[config.mk]
export PLATFORM = sky130hd
export DESIGN_NAME = axis_command_arbiter_flat
export DESIGN_NICKNAME = d
export VERILOG_FILES = /design/src/rtl/axis_command_arbiter_if.sv /design/src/rtl/axis_command_arbiter.sv /design/src/flat_wrapper.sv
export SDC_FILE = /design/constraint.sdc
export NUM_CORES = 1
export LEC_CHECK = 0
export ABC_AREA = 1
export BUFFER_PORTS_ARGS = -buffer_cell sky130_fd_sc_hd__buf_4
export CAP_MARGIN = 40
export CORE_MARGIN = 2
export CORE_UTILIZATION = 45
export DETAILED_ROUTE_END_ITERATION = 7
export HOLD_SLACK_MARGIN = 0.02
export PLACE_DENSITY = 0.77
export SYNTH_ARGS = -nofsm -noshare
export SYNTH_HDL_FRONTEND = slang
export SYNTH_SLANG_ARGS = --single-unit
[constraint.sdc]
create_clock -name aclk -period 1.71 [get_ports aclk]
set_clock_uncertainty 0.1 [all_clocks]
set_input_delay 0.171 -clock aclk [delete_from_list [all_inputs] [get_ports aclk]]
set_output_delay 0.171 -clock aclk [all_outputs]
set_load 0.05 [all_outputs]
[src/rtl/axis_command_arbiter_if.sv]
// axis_command_arbiter_if: command streams around the arbiter (per-port slave streams and the shared master stream).
// Defining AXIS_ARBITER_LOCK_EN adds the per-port s_axis_tlast signal.
interface axis_command_arbiter_if #(
    parameter int NUM_PORTS  = 2,
    parameter int DATA_WIDTH = 72
);
    logic [NUM_PORTS*DATA_WIDTH-1:0] s_axis_tdata;
    logic [NUM_PORTS-1:0]            s_axis_tvalid;
    logic [NUM_PORTS-1:0]            s_axis_tready;
`ifdef AXIS_ARBITER_LOCK_EN
    logic [NUM_PORTS-1:0]            s_axis_tlast;
`endif
    logic [DATA_WIDTH-1:0]           m_axis_tdata;
    logic                            m_axis_tvalid;
    logic                            m_axis_tready;
`ifdef AXIS_ARBITER_LOCK_EN
    modport master (
        input  s_axis_tdata, s_axis_tvalid, s_axis_tlast, m_axis_tready,
        output s_axis_tready, m_axis_tdata, m_axis_tvalid
    );
    modport slave (
        output s_axis_tdata, s_axis_tvalid, s_axis_tlast, m_axis_tready,
        input  s_axis_tready, m_axis_tdata, m_axis_tvalid
    );
`else
    modport master (
        input  s_axis_tdata, s_axis_tvalid, m_axis_tready,
        output s_axis_tready, m_axis_tdata, m_axis_tvalid
    );
    modport slave (
        output s_axis_tdata, s_axis_tvalid, m_axis_tready,
        input  s_axis_tready, m_axis_tdata, m_axis_tvalid
    );
`endif
endinterface

[src/rtl/axis_command_arbiter.sv]
// axis_command_arbiter: round-robin merge of NUM_PORTS command streams with a programmable idle gap after each command.
// Defining AXIS_ARBITER_LOCK_EN keeps the grant on a port until its tlast beat has been forwarded.
module axis_command_arbiter #(
    parameter int NUM_PORTS  = 2,
    parameter int DATA_WIDTH = 72,
    parameter int CNTR_WIDTH = 32
) (
    input  logic        aclk,
    input  logic        areset,
    input  logic [31:0] cfg_data,
    output logic [31:0] sts_data,
    axis_command_arbiter_if.master axis
);
    localparam int PTR_W = $clog2(NUM_PORTS);
    typedef enum logic [1:0] {IDLE, SEND, GAP} state_t;
    state_t                state_q;
    logic [PTR_W-1:0]      ptr_q;
    logic [CNTR_WIDTH-1:0] cnt_q;
    logic [DATA_WIDTH-1:0] tdata_q;
    logic                  tvalid_q;
    logic [31:0]           sts_q;
    logic [NUM_PORTS-1:0]  req;
    logic [PTR_W-1:0]      idx;
    logic [PTR_W-1:0]      gnt;
    logic                  found;
    logic [DATA_WIDTH-1:0] gnt_data;
`ifdef AXIS_ARBITER_LOCK_EN
    logic                  lock_q;
    logic [PTR_W-1:0]      lock_port_q;
    assign req = lock_q ? (axis.s_axis_tvalid & (NUM_PORTS'(1) << lock_port_q)) : axis.s_axis_tvalid;
`else
    assign req = axis.s_axis_tvalid;
`endif
    // Scan downward so the last hit is the requester closest to ptr_q.
    always_comb begin
        found = 1'b0;
        gnt = '0;
        idx = '0;
        gnt_data = '0;
        for (int k = NUM_PORTS - 1; k >= 0; k--) begin
            idx = PTR_W'((int'(ptr_q) + k) % NUM_PORTS);
            if (req[idx]) begin
                found = 1'b1;
                gnt = idx;
            end
        end
        for (int i = 0; i < NUM_PORTS; i++) begin
            if (gnt == PTR_W'(i)) gnt_data = axis.s_axis_tdata[i*DATA_WIDTH +: DATA_WIDTH];
        end
    end
    assign axis.s_axis_tready = (!areset && state_q == IDLE && found) ? (NUM_PORTS'(1) << gnt) : '0;
    assign axis.m_axis_tdata  = tdata_q;
    assign axis.m_axis_tvalid = tvalid_q;
    assign sts_data           = sts_q;
    always_ff @(posedge aclk) begin
        if (areset) begin
            state_q     <= IDLE;
            ptr_q       <= '0;
            cnt_q       <= '0;
            tdata_q     <= '0;
            tvalid_q    <= 1'b0;
            sts_q       <= '0;
`ifdef AXIS_ARBITER_LOCK_EN
            lock_q      <= 1'b0;
            lock_port_q <= '0;
`endif
        end else begin
            case (state_q)
                IDLE: if (found) begin
                    tdata_q     <= gnt_data;
                    tvalid_q    <= 1'b1;
                    ptr_q       <= (gnt == PTR_W'(NUM_PORTS - 1)) ? '0 : gnt + 1'b1;
`ifdef AXIS_ARBITER_LOCK_EN
                    lock_q      <= !axis.s_axis_tlast[gnt];
                    lock_port_q <= gnt;
`endif
                    state_q     <= SEND;
                end
                SEND: if (axis.m_axis_tready) begin
                    tvalid_q <= 1'b0;
                    sts_q    <= sts_q + 32'd1;
                    cnt_q    <= cfg_data[CNTR_WIDTH-1:0];
                    state_q  <= (cfg_data[CNTR_WIDTH-1:0] == '0) ? IDLE : GAP;
                end
                GAP: begin
                    cnt_q   <= cnt_q - 1'b1;
                    state_q <= (cnt_q == CNTR_WIDTH'(1)) ? IDLE : GAP;
                end
                default: state_q <= IDLE;
            endcase
        end
    end
endmodule

[src/flat_wrapper.sv]
// flat-port wrapper written by rule: the top's interface ports become plain ports
module axis_command_arbiter_flat 
#(
    parameter int NUM_PORTS  = 2,
    parameter int DATA_WIDTH = 72,
    parameter int CNTR_WIDTH = 32
)
  (aclk, areset, cfg_data, sts_data, axis_s_axis_tdata, axis_s_axis_tvalid, axis_m_axis_tready, axis_s_axis_tready, axis_m_axis_tdata, axis_m_axis_tvalid);
  axis_command_arbiter_if #(.NUM_PORTS(NUM_PORTS), .DATA_WIDTH(DATA_WIDTH)) axis_i ();
  input  logic aclk;
  input  logic areset;
  input  logic [31:0] cfg_data;
  output logic [31:0] sts_data;
  input wire logic [$bits(axis_i.s_axis_tdata)-1:0] axis_s_axis_tdata;
  input wire logic [$bits(axis_i.s_axis_tvalid)-1:0] axis_s_axis_tvalid;
  input wire logic [$bits(axis_i.m_axis_tready)-1:0] axis_m_axis_tready;
  output wire logic [$bits(axis_i.s_axis_tready)-1:0] axis_s_axis_tready;
  output wire logic [$bits(axis_i.m_axis_tdata)-1:0] axis_m_axis_tdata;
  output wire logic [$bits(axis_i.m_axis_tvalid)-1:0] axis_m_axis_tvalid;
  assign axis_i.s_axis_tdata = axis_s_axis_tdata;
  assign axis_i.s_axis_tvalid = axis_s_axis_tvalid;
  assign axis_i.m_axis_tready = axis_m_axis_tready;
  assign axis_s_axis_tready = axis_i.s_axis_tready;
  assign axis_m_axis_tdata = axis_i.m_axis_tdata;
  assign axis_m_axis_tvalid = axis_i.m_axis_tvalid;
  axis_command_arbiter #(.NUM_PORTS(NUM_PORTS), .DATA_WIDTH(DATA_WIDTH), .CNTR_WIDTH(CNTR_WIDTH)) u_core (.aclk(aclk), .areset(areset), .cfg_data(cfg_data), .sts_data(sts_data), .axis(axis_i));
endmodule
Word level (Yosys, flattened, before mapping)

Index checks and enable logic that the tools add are counted.

Flip-flop bits (word level): 140
Input port bits: 181
Output and inout port bits: 107
Word-level logic and storage cells: 51

Add/sub/neg operators: 4
Order comparisons: 2
Eq/ne operators: 5
Shift-type cells: 1
Muxes and demuxes: 21
Reductions and logical operators: 12

Operators with widths:

| operator              | number |
|---|---|
| $mux 72               | 1 |
| $pmux 32 s2           | 1 |
| $add 32x1->32 const B | 1 |
| $eq 32x1->1 const B   | 1 |
| $logic_not 32->1      | 1 |
| $mux 32               | 1 |
| $sub 32x1->32 const B | 1 |
| $mux 1                | 11 |
| $mux 2                | 5 |
| $reduce_and 2->1      | 4 |
| $pmux 2 s3            | 1 |
| $lt 1x2->1 const B    | 2 |
| $reduce_bool 2->1     | 2 |
| $reduce_and 3->1      | 1 |
| $add 1x1->1 const B   | 2 |
| $eq 2x1->1 const B    | 1 |
| $eq 2x2->1 const B    | 1 |
| $logic_and 1x1->1     | 2 |
| $logic_not 2->1       | 1 |
| $ne 2x1->1 const B    | 1 |
| $ne 2x2->1 const B    | 1 |
| $pmux 1 s2            | 1 |
| $shl 1x1->2 const A   | 1 |
| $logic_not 1->1       | 1 |

Depth between registers and ports, before layout

Gate-level depths: netlist of the first run.

Depth in word-level cells: 7
Depth in mapped cells: 11
Depth with buffers taken out: 11

Least setup slack after synthesis of the first run

No wires, ideal clock.

Kind: register to register
From: register u_core.sts_q[1], in the netlist u_core.sts_data[1]
To: register u_core.sts_q[16], in the netlist u_core.sts_data[16]
Setup time: 0.117 ns
Arrival: 1.871 ns
Data required time: 1.493 ns
Path slack: -0.378 ns
Stages on the path, launching flop included: 9
Buffers on the path: 0
Clock period less this slack: 2.088 ns
Cells stage by stage: dfxtp_1 -> ha_1 -> nand3_2 -> nor2_2 -> nand4_1 -> nor2_1 -> nand4_1 -> nand2_1 -> nor2_1

Cells in the longest elaborated chain, start to end: 1

Ends and longest elaborated chain:

| item                   | line                       | source |
|---|---|---|
| start, declared        | axis_command_arbiter.sv:21 | `logic [31:0] sts_q;` |
| start signal, assigned | axis_command_arbiter.sv:81 | `sts_q <= sts_q + 32'd1;` |
| $add 32x1->32          | axis_command_arbiter.sv:81 |  |

Every way passes these cells.
A chain may end at the register's enable or synchronous reset.

Worst setup path after layout of the first run

From: register u_core.sts_q[12], in the netlist u_core.sts_data[12]
To: register u_core.sts_q[25], in the netlist u_core.sts_data[25]

The elaborated chain is that of the path after synthesis.

==> results.cfg, run 1 <==
[hold_path]
hold_class = in2reg
hp-start = cfg_data[10]

[global_route]
grt_max_degree = 44
grt_pass1_wl_um = 51800
grt.total_usage_pct = 37.6
first_global_vias = 10000
antenna_found_initial = 2
overflow = 0

[critical_path]
cp.required_ns = 1.91
worst-setup-path-type = reg2reg
critPathMaxStageDelay_ns = 0.48
worstPathMaxFanout = 8
path_buf_inv = 0
critPathLaunch = u_core.sts_data[12]
r2r_start = u_core.sts_data[12]
setup.worst_path.start_class = register
cpLargestDelayFamily = simple AND/OR/NAND/NOR gates
cp-end-kind = register
cp_common_cell = nand2_1
crit_chain = nand2_1 -> nor3_1 -> nand2_1 -> nor2_1 -> nand2_1 -> nand2_1 -> nand2_1 -> nand2_1 -> a21oi_1
worstPathArrival_ns = 2.04
cpMaxStageDelayCell = nor3_1

[power]
p_leak_nw = 5.99
ir_worst_vdd_mv = 0.777
powerDensity_mw_per_mm2 = 970

[placed_design]
dp_hpwl_um = 18400
port_buffers = 287
placed_cells = 1650
routabilityCongestion = 0.934
pre_cts_ws_ns = 0.0375

[final_layout]
nets = 1812
syn_to_final_growth_pct = 72.6
drive_gt1_share_pct = 28.2
instances_no_fill = 1859
nFillCells = 1036

[status]
violations = negative setup slack
status = finished with violations

[logic_synthesis]
yosys-top-cells-count = nand2_1 (376), dfxtp_1 (140), nor2_1 (128)
ys_async_sr_fraction_pct = 0
synth_area_leaders = dfxtp_1 (38%), nand2_1 (19%), nor2_1 (6.6%)
synth_flop_cell = dfxtp_1
yosysSeqAreaShare_pct = 38.4
ys_seq_elements = 140
syn_inst = 1149
synth_area_leader_cell = dfxtp_1
ys_warn_count = 0
syn_area_sq_mm = 0.00729
postSynthAreaPerCell_sq_um = 6.35
synth_top_area_share_pct = 38.4
synth_edf_count = 0
yosysUniqueCellTypes = 34
yosysMostFrequentCell = nand2_1
syn_nets = 1333

[drt]
wl_per_cell_um = 18.5
finalWirelength_um = 34400
via_per_inst = 5.50
drc = 0
routed-via-count = 10200
antenna_left = 0
wl_met2_um = 16600
drtIter0Drc = 1047
drt_pass1_iterations = 6
m1WireLength_um = 11900
wl_met3_um = 3430
top_layer_used = met4

[die]
dieArea_sq_mm = 0.0172
num_rows = 46
die_x_um = 131
initial_core_util_pct = 45.9
ioPinCount = 288
fp.dieH_um = 131
core_sq_mm = 0.0159

[clocking]
cts_max_level = 4
cts-buffers-inserted = 17
cts_sinks = 140
clock_path_buffers = 2
insertion_delay_ns = 0.43
clkTransAtPathRegs_ns = 0.06
cts_root_buffer = clkbuf_16
cts_tree = done

[timing]
timing.final.ws_setup_ns = -0.134
timing.final.crit_period_ns = 1.84
tns_ns = -0.409
rsz0062_at_grt = yes
worst-slew-pin-transition_ns = 0.597
finalSetupViolations = 8
fmax_ghz = 0.542
hold_viol_final = 0
fin_crit_sh_pct = 108
relSlewSlack_pct = 59.9
drv_slew = 0

[run]
cap_violations = 0
==> cells by family after synthesis <==
| family | share of synthesized area [%] |
|---|---|
| AO/OA/AOI/OAI | 13.7 |
| XOR/XNOR | 0.360 |
| adder cells (fa/ha/maj) | 0.515 |
| buffers and inverters | 9.49 |
| flip-flops | 38.4 |
| AND/OR/NAND/NOR | 37.5 |
==> power by group <==
part / total (mW) / leakage (nW) / switching, mW / internal, mW
Clock: 3.99 / 0.301 / 1.53 / 2.46
Combinational: 4.32 / 4.53 / 2.65 / 1.66
Sequential: 3.90 / 1.16 / 0.307 / 3.59
==> cell usage in the layout, fill, tap and decap left out, types with 3 or more instances in the layout <==
cell	n
clkbuf_16	19
buf_4	322
dfxtp_2	19
a31oi_1	9
nor2_2	16
a22o_1	24
nor2_1	113
nand2_1	370
dlygate4sd3_1	159
bufinv_16	3
o21ai_2	3
o21ai_0	30
a21oi_1	81
inv_2	7
o21ai_1	16
nand3_2	6
nand3b_1	3
inv_1	125
clkinv_2	4
nor3_1	13
nand3_1	85
nand4_1	17
dfxtp_1	118
buf_12	9
a21oi_2	8
nor4_1	3
nor3_4	3
nand2_4	3
dfxtp_4	3
nor2_4	9
nand2_2	8
buf_6	8
==> per-layer routing <==
| layer | global-route usage (%) | vias to the layer above |
|---|---|---|
| met4 | 23.9 | 0 |
| met3 | 11.8 | 221 |
| met1 | 40.6 | 4604 |
| li1 | - | 4657 |
| met5 | 0 | - |
| met2 | 63.7 | 736 |
==> worst reg2reg max path, stage by stage, from the launching register on <==
cell	delay (ns)
dfxtp_2	0.41
nand2_1	0.11
nor3_1	0.48
nand2_1	0.11
nor2_1	0.21
nand2_1	0.08
nand2_1	0.06
nand2_1	0.05
nand2_1	0.05
a21oi_1	0.05
==> registers in the layout (all words and copies together) (netlist names) <==
register	cells
u_core.axis.m_axis_tdata	72
u_core.cnt_q	32
u_core.axis.m_axis_tvalid	1
u_core.state_q	2
u_core.sts_data	32
u_core.ptr_q	1
==> worst paths after layout <==
check	endpoint	slack (ns)	cells after the start
worst max-delay path	u_core.sts_data[25]	-0.13	9
worst min register to register	u_core.axis.m_axis_tdata[18]	0.38	2
worst max register to register	u_core.sts_data[25]	-0.13	9
worst min-delay path	u_core.cnt_q[10]	0.04	5
==> per-stage QoR <==
step	hold slack (ns)	power (mW)	instance area, sq um	util, %
after detailed placement	0.263	7.47	9920	62.4
after global routing	0.0763	12.7	12600	79.2
after CTS	0.0287	11.7	12200	77.1
after floorplan	0.173	6.16	7330	-
after global placement	0.257	7.42	9920	62.4
final	0.0378	12.2	12600	79.2
==> final cells by class <==
type | instances | area, sq um | area share (%)
Timing Repair Buffer | 501 | 4350 | 34.5
Multi-Input combinational cell | 834 | 4000 | 31.7
Sequential cell | 140 | 2840 | 22.5
Inverter | 134 | 509 | 4.05
Clock buffer | 22 | 485 | 3.86
Tap cell | 216 | 270 | 2.15
Clock inverter | 10 | 138 | 1.09
Antenna cell | 2 | 5.00 | 0.0398
==> repair_timing <==
action / 4_1_cts / 5_1_grt
pin swaps: 3 / 12
resized for setup: 12 / 74
hold endpoints to repair: 85 / 0
setup endpoints to repair: 2 / 97
buffers inserted: 5 / 9
hold buffers: 159 / 0
cloned: 1 / 1
Power figures use the tool's default switching activity.
==> inputs of run 2 (changes only) <==
--- a/config.mk
+++ b/config.mk
@@ -13,6 +13,8 @@
 export DETAILED_ROUTE_END_ITERATION = 7
 export HOLD_SLACK_MARGIN = 0.02
 export PLACE_DENSITY = 0.77
+export RECOVER_POWER = 50
+export REMOVE_ABC_BUFFERS = 1
 export SYNTH_ARGS = -nofsm -noshare
 export SYNTH_HDL_FRONTEND = slang
 export SYNTH_SLANG_ARGS = --single-unit
==> run 2 against run 1 <==
Net effect:
- flip-flop and latch count unchanged
- via count up 3.1%
- hold slack better by 0.0018 ns
- largest power group unchanged
- sequential power about the same
- largest cell class unchanged
- wire length up 7.2%
- first-iteration DRC count up 1.4%
- non-clock buffer count up 19
- global-route usage up 0.76 points
- the flow still finishes with violations (negative setup slack)
- worst setup slack better by 0.0077 ns
- clock power about the same
==> results.cfg, run 2 (synthesis gave the netlist of run 1 again) <==
[timing]
fmax_ghz = 0.545
worst-slew-pin-transition_ns = 0.501
hold_viol_final = 0
timing.final.crit_period_ns = 1.84
drv_slew = 0
timing.final.ws_setup_ns = -0.126
finalSetupViolations = 11
relSlewSlack_pct = 66.6
rsz0062_at_grt = yes
fin_crit_sh_pct = 107

[critical_path]
critPathMaxStageDelay_ns = 0.44
r2r_end = u_core.sts_data[23]
critPathLaunch = u_core.sts_data[15]
cp.required_ns = 1.99
rrSetupSlack_ns = -0.13
crit_chain = nand2_1 -> inv_1 -> nand4_1 -> nor3_4 -> nand2_2 -> nand2_2 -> nand2_2 -> nor2_2
cp_num_cells = 8
worst-setup-path-type = reg2reg
cpMaxStageDelayCell = dfxtp_1
setup.worst_path.start_class = register
cpLargestDelayFamily = simple AND/OR/NAND/NOR gates
crit_end = u_core.sts_data[23]
cp-end-kind = register
worstPathMaxFanout = 5
rr_worst_depth = 8
path_buf_inv = 1
r2r_start = u_core.sts_data[15]
cp_common_cell = nand2_2
worstPathArrival_ns = 2.11

[final_layout]
nFillCells = 954
regArea_sq_mm = 0.00282
syn_to_final_growth_pct = 78.1
layout_commonest_cell = nand2_1
drive_gt1_share_pct = 30.4
fin_util_pct = 81.8
final_cell_mix = nand2_1 (363), buf_4 (335), dlygate4sd3_1 (158), dfxtp_1 (128), inv_1 (123)
nets = 1831
largest_register_ffs = 72
multiInputGateArea_sq_mm = 0.00412

[global_route]
first_global_vias = 10200
overflow = 0
grt_pass1_wl_um = 53000
grt.total_usage_pct = 38.3
grt_max_degree = 73
antenna_found_initial = 3

[clocking]
cts_sinks = 140
cts_max_level = 4
cts_tree = done
clkTransAtPathRegs_ns = 0.07
clock_path_buffers = 2
insertion_delay_ns = 0.43
cts-buffers-inserted = 17
cts_root_buffer = clkbuf_16

[die]
fp.dieH_um = 131
core_sq_mm = 0.0159
die_x_um = 131
num_rows = 46
dieArea_sq_mm = 0.0172
initial_core_util_pct = 45.9
ioPinCount = 288

[drt]
drt_pass1_iterations = 8
routed-via-count = 10500
wl_per_cell_um = 19.6
via_per_inst = 5.60
finalWirelength_um = 36900
drc = 0
drtIter0Drc = 1062
antenna_left = 0

[placed_design]
pre_cts_ws_ns = 0.0118
dp_hpwl_um = 18800
port_buffers = 287
routabilityCongestion = 0.934

[status]
status = finished with violations
violations = negative setup slack

[hold_path]
hp-start = cfg_data[12]
hold_class = in2reg
hold_depth = 5

[power]
ir_worst_vdd_mv = 0.755
powerDensity_mw_per_mm2 = 962
p_leak_nw = 6.12
total_power_mw = 12.5

[run]
cap_violations = 0
[run 2: cell count changes in the layout (fill, tap and decap cells not counted), moves of 6 or more]
cell | previous run | this run
dfxtp_2 | 19 | 10
dfxtp_1 | 118 | 128
buf_4 | 322 | 335
nor2_1 | 113 | 105
nor2_2 | 16 | 22
a21oi_2 | 8 | 19
nand2_1 | 370 | 363
a21oi_1 | 81 | 70
[run 2: timing repair]
item / in CTS / in global routing
pin swaps: 3 / 24
endpoints found under the setup margin: 3 / 107
gates cloned: 1 / 9
buffers inserted: 6 / 12
endpoints found under the hold margin: 86 / 0
hold buffers: 158 / 0
resized for setup: 11 / 121
[run 2: metrics by stage]
| step | TNS, ns | cells | hold slack (ns) | cell area [sq um] |
|---|---|---|---|---|
| floorplan | -26.94 | 1108 | 0.140 | 7110 |
| global placement | 0 | 1658 | 0.256 | 9960 |
| detailed placement | 0 | 1658 | 0.261 | 9960 |
| CTS | -0.306 | 1855 | 0.0275 | 12300 |
| global route | -2.93 | 1879 | 0.0673 | 13000 |
| finish | -0.395 | 1880 | 0.0396 | 13000 |
[run 2: area by class of cell]
cell class	instances	area share, %
clock inverters	12	1.23
flip-flops and latches	140	21.7
clock buffers	20	3.52
diodes	4	0.0771
well taps	216	2.08
repair buffers	520	35.7
inverters	134	3.94
multi-input cells	834	31.7
[run 2: how the worst min path moves through the flow]
stage / endpoint / slack (ns)
6_report: u_core.cnt_q[12] / 0.04
5_1_grt: u_core.cnt_q[13] / 0.07
4_1_cts: u_core.cnt_q[21] / 0.03
3_5_place_dp: u_core.axis.m_axis_tdata[49] / 0.26
3_3_place_gp: u_core.axis.m_axis_tdata[58] / 0.26
2_1_floorplan: u_core.axis.m_axis_tvalid / 0.14
[run 2: layer usage]
layer | GRT usage [%] | share of wire [%] | vias to the layer above
met5 | 0 | 0 | -
met4 | 26.5 | 7.9 | 0
met3 | 10.9 | 9.9 | 258
met2 | 64.5 | 47 | 801
met1 | 41.7 | 35 | 4788
li1 | - | - | 4690
[run 2: power by group]
part,switching [mW],internal [mW]
Combinational,2.78,1.83
Sequential,0.307,3.59
Clock,1.60,2.39
[run 2: worst min-delay path: stages]
cell	delay, ns
buf_4	0.11
inv_1	0.06
o21ai_0	0.08
nand2_1	0.06
a21oi_1	0.05
==> inputs of run 3 (changes only) <==
--- a/config.mk
+++ b/config.mk
@@ -5,14 +5,14 @@
 export SDC_FILE = /design/constraint.sdc
 export NUM_CORES = 1
 export LEC_CHECK = 0
-export ABC_AREA = 1
+export ABC_AREA = 0
 export BUFFER_PORTS_ARGS = -buffer_cell sky130_fd_sc_hd__buf_4
 export CAP_MARGIN = 40
 export CORE_MARGIN = 2
-export CORE_UTILIZATION = 45
+export CORE_UTILIZATION = 42
 export DETAILED_ROUTE_END_ITERATION = 7
 export HOLD_SLACK_MARGIN = 0.02
-export PLACE_DENSITY = 0.77
+export PLACE_DENSITY = 0.75
 export RECOVER_POWER = 50
 export REMOVE_ABC_BUFFERS = 1
 export SYNTH_ARGS = -nofsm -noshare
==> constraint.sdc (replaced) <==
create_clock -name aclk -period 1.71 [get_ports aclk]
set_clock_uncertainty 0.1 [all_clocks]
set_input_delay 0.342 -clock aclk [delete_from_list [all_inputs] [get_ports aclk]]
set_output_delay 0.342 -clock aclk [all_outputs]
set_load 0.05 [all_outputs]
==> run 3 against run 2 <==
Net effect:
- the flow still finishes with violations (negative setup slack)
- area after synthesis is 17% lower
- die area decreased by 11%
- flip-flop and latch count unchanged
- register-to-register slack got worse by 0.77 ns
- utilization is 3.0 points lower
- sequential share of layout area rose by 3.8 points
- total power down 14%
- worst setup slack got worse by 0.77 ns
- critical endpoint is now u_core.cnt_q[28]
- largest power group is now sequential cells
==> results.cfg, run 3 <==
[hold_path]
hold_depth = 3
hold_class = in2reg

[run]
cap_violations = 0

[final_layout]
fin_util_pct = 78.8
nFillCells = 908
layout_commonest_cell = buf_4
syn_to_final_growth_pct = 82.3
fin_area_sq_mm = 0.0110
antenna_cells = 0
final_cell_mix = buf_4 (328), dfxtp_1 (131), inv_1 (78), a222oi_1 (72), clkbuf_2 (55)
nets = 1287
largest_register_ffs = 72
drive_gt1_share_pct = 51.9

[clocking]
cts_sinks = 140
clkTransAtPathRegs_ns = 0.06
cts-buffers-inserted = 17
clock_path_buffers = 2
cts_max_level = 4
holdBufCountCts = 0
insertion_delay_ns = 0.42
cts_tree = done
cts_root_buffer = clkbuf_16

[timing]
finalSetupViolations = 131
fmax_ghz = 0.384
hold_ws_ns = 0.0372
tns_ns = -33.97
relSlewSlack_pct = 67.6
drv_slew = 0
hold_viol_final = 0
timing.final.ws_setup_ns = -0.893
timing.final.crit_period_ns = 2.60
fin_crit_sh_pct = 152
worst-slew-pin-transition_ns = 0.486
rsz0062_at_grt = yes

[logic_synthesis]
syn_inst = 675
ys_seq_elements = 140
yosysUniqueCellTypes = 53
synth_flop_cell = dfxtp_1
synth_edf_count = 0
ys_async_sr_fraction_pct = 0
ys_warn_count = 0
yosys-top-cells-count = dfxtp_1 (140), inv_1 (78), a222oi_1 (72)
synth_top_area_share_pct = 46.4
synth_area_leaders = dfxtp_1 (46%), a222oi_1 (12%), inv_1 (4.8%)
yosysSeqAreaShare_pct = 46.4
postSynthAreaPerCell_sq_um = 8.95
syn_area_sq_mm = 0.00604
synth_area_leader_cell = dfxtp_1
yosysMostFrequentCell = dfxtp_1

[die]
fp.dieH_um = 124
initial_core_util_pct = 43.2
num_rows = 43
die_x_um = 124
core_sq_mm = 0.0140
ioPinCount = 288
dieArea_sq_mm = 0.0154

[critical_path]
worstPathMaxFanout = 3
cp.required_ns = 1.93
path_buf_inv = 0
critPathMaxStageDelay_ns = 0.56
cp_num_cells = 5
rr_worst_depth = 5
cp_common_cell = or4_4
setup.worst_path.start_class = register
worst-setup-path-type = reg2reg
cpMaxStageDelayCell = or4_4
worstPathArrival_ns = 2.82
cp-end-kind = register
crit_chain = or4_4 -> or3_4 -> or4_4 -> a2111o_1 -> a21o_1
cpLargestDelayFamily = simple AND/OR/NAND/NOR gates

[placed_design]
routabilityCongestion = 0.894
dp_hpwl_um = 16400
port_buffers = 287
placed_cell_area_sq_mm = 0.00914

[global_route]
first_global_vias = 6846
overflow = 0
grt.total_usage_pct = 30.1
antenna_found_initial = 0
grt_pass1_wl_um = 35200
grt_max_degree = 45

[drt]
via_per_inst = 5.86
wl_per_cell_um = 21.4
drt_pass1_iterations = 8
routed-via-count = 7586
finalWirelength_um = 27700
drc = 0
antenna_left = 0
drtIter0Drc = 1017

[power]
total_power_mw = 10.8
p_leak_nw = 5.32
ir_worst_vdd_mv = 0.752
powerDensity_mw_per_mm2 = 979

[status]
status = finished with violations
violations = negative setup slack
==> run 3: cell types whose count changed in the layout (fill, tap and decap cells not counted), sizes merged, moves of 37 or more <==
cell and delta:
dlygate4sd3 -158, clkbuf +62, nor2 -90, a21oi -63
nand3 -72, o21ai -41, nand2 -335, a222oi +72
inv -58, buf +37
==> run 3: worst register-to-register path: stages (launching register included) <==
cell and delay [ns]:
dfxtp_1 0.30, or4_4 0.54, or3_4 0.41, or4_4 0.56, a2111o_1 0.43, a21o_1 0.17
==> run 3: cells by family (layout without fill, tap and decap cells) <==
kind of cell,after synthesis,in the layout,share of synthesized area (%)
AO/OA/AOI/OAI,150,150,20.2
XOR/XNOR,29,29,4.20
adder cells (fa/ha/maj),3,3,0.621
buffers and inverters,125,564,7.91
flip-flops,140,140,46.4
multiplexers,5,5,0.911
AND/OR/NAND/NOR,223,224,19.7
==> run 3: layer usage <==
metal / share of wire (%) / global-route usage [%] / wire, um
met3: 8.8 / 7.88 / 2450
met1: 37 / 33.3 / 10100
met5: 0 / 0 / 0
met4: 3.9 / 13.8 / 1070
met2: 51 / 53.7 / 14100
==> run 3: power by group <==
part / internal, mW / leakage (nW) / switching [mW]
registers: 3.57 / 1.15 / 0.198
logic: 1.62 / 3.92 / 2.09
clock network: 1.92 / 0.251 / 1.39
==> run 3: repair_timing <==
item                       4_1_cts  5_1_grt
cloned                          11       13
pin swaps                       50       63
setup endpoints to repair      125      135
buffers inserted                20       28
resized for setup               98       81
==> run 3: per-stage QoR <==
| stage | std cells | setup slack [ns] |
|---|---|---|
| after floorplan | 628 | -4.86 |
| final | 1295 | -0.893 |
| after global routing | 1295 | -0.921 |
| after global placement | 1200 | -0.946 |
| after CTS | 1261 | -0.918 |
| after detailed placement | 1200 | -0.958 |
==> run 3: final timing paths <==
| check | start | endpoint | slack (ns) |
|---|---|---|---|
| min | axis_s_axis_tdata[73] | u_core.axis.m_axis_tdata[1] | 0.04 |
| min reg2reg | u_core.axis.m_axis_tdata[42] | u_core.axis.m_axis_tdata[42] | 0.36 |
| max | u_core.cnt_q[5] | u_core.cnt_q[28] | -0.89 |
| max reg2reg | u_core.cnt_q[5] | u_core.cnt_q[28] | -0.89 |
==> run 3: final cells by class <==
cell class	instances	area (sq um)	area share [%]
sequential	140	2810	25.5
inverter	78	293	2.66
clock buffer	25	475	4.32
timing repair buffer	455	3920	35.6
tap	180	225	2.04
clock inverter	6	40.0	0.363
multi-input combinational	411	3250	29.5
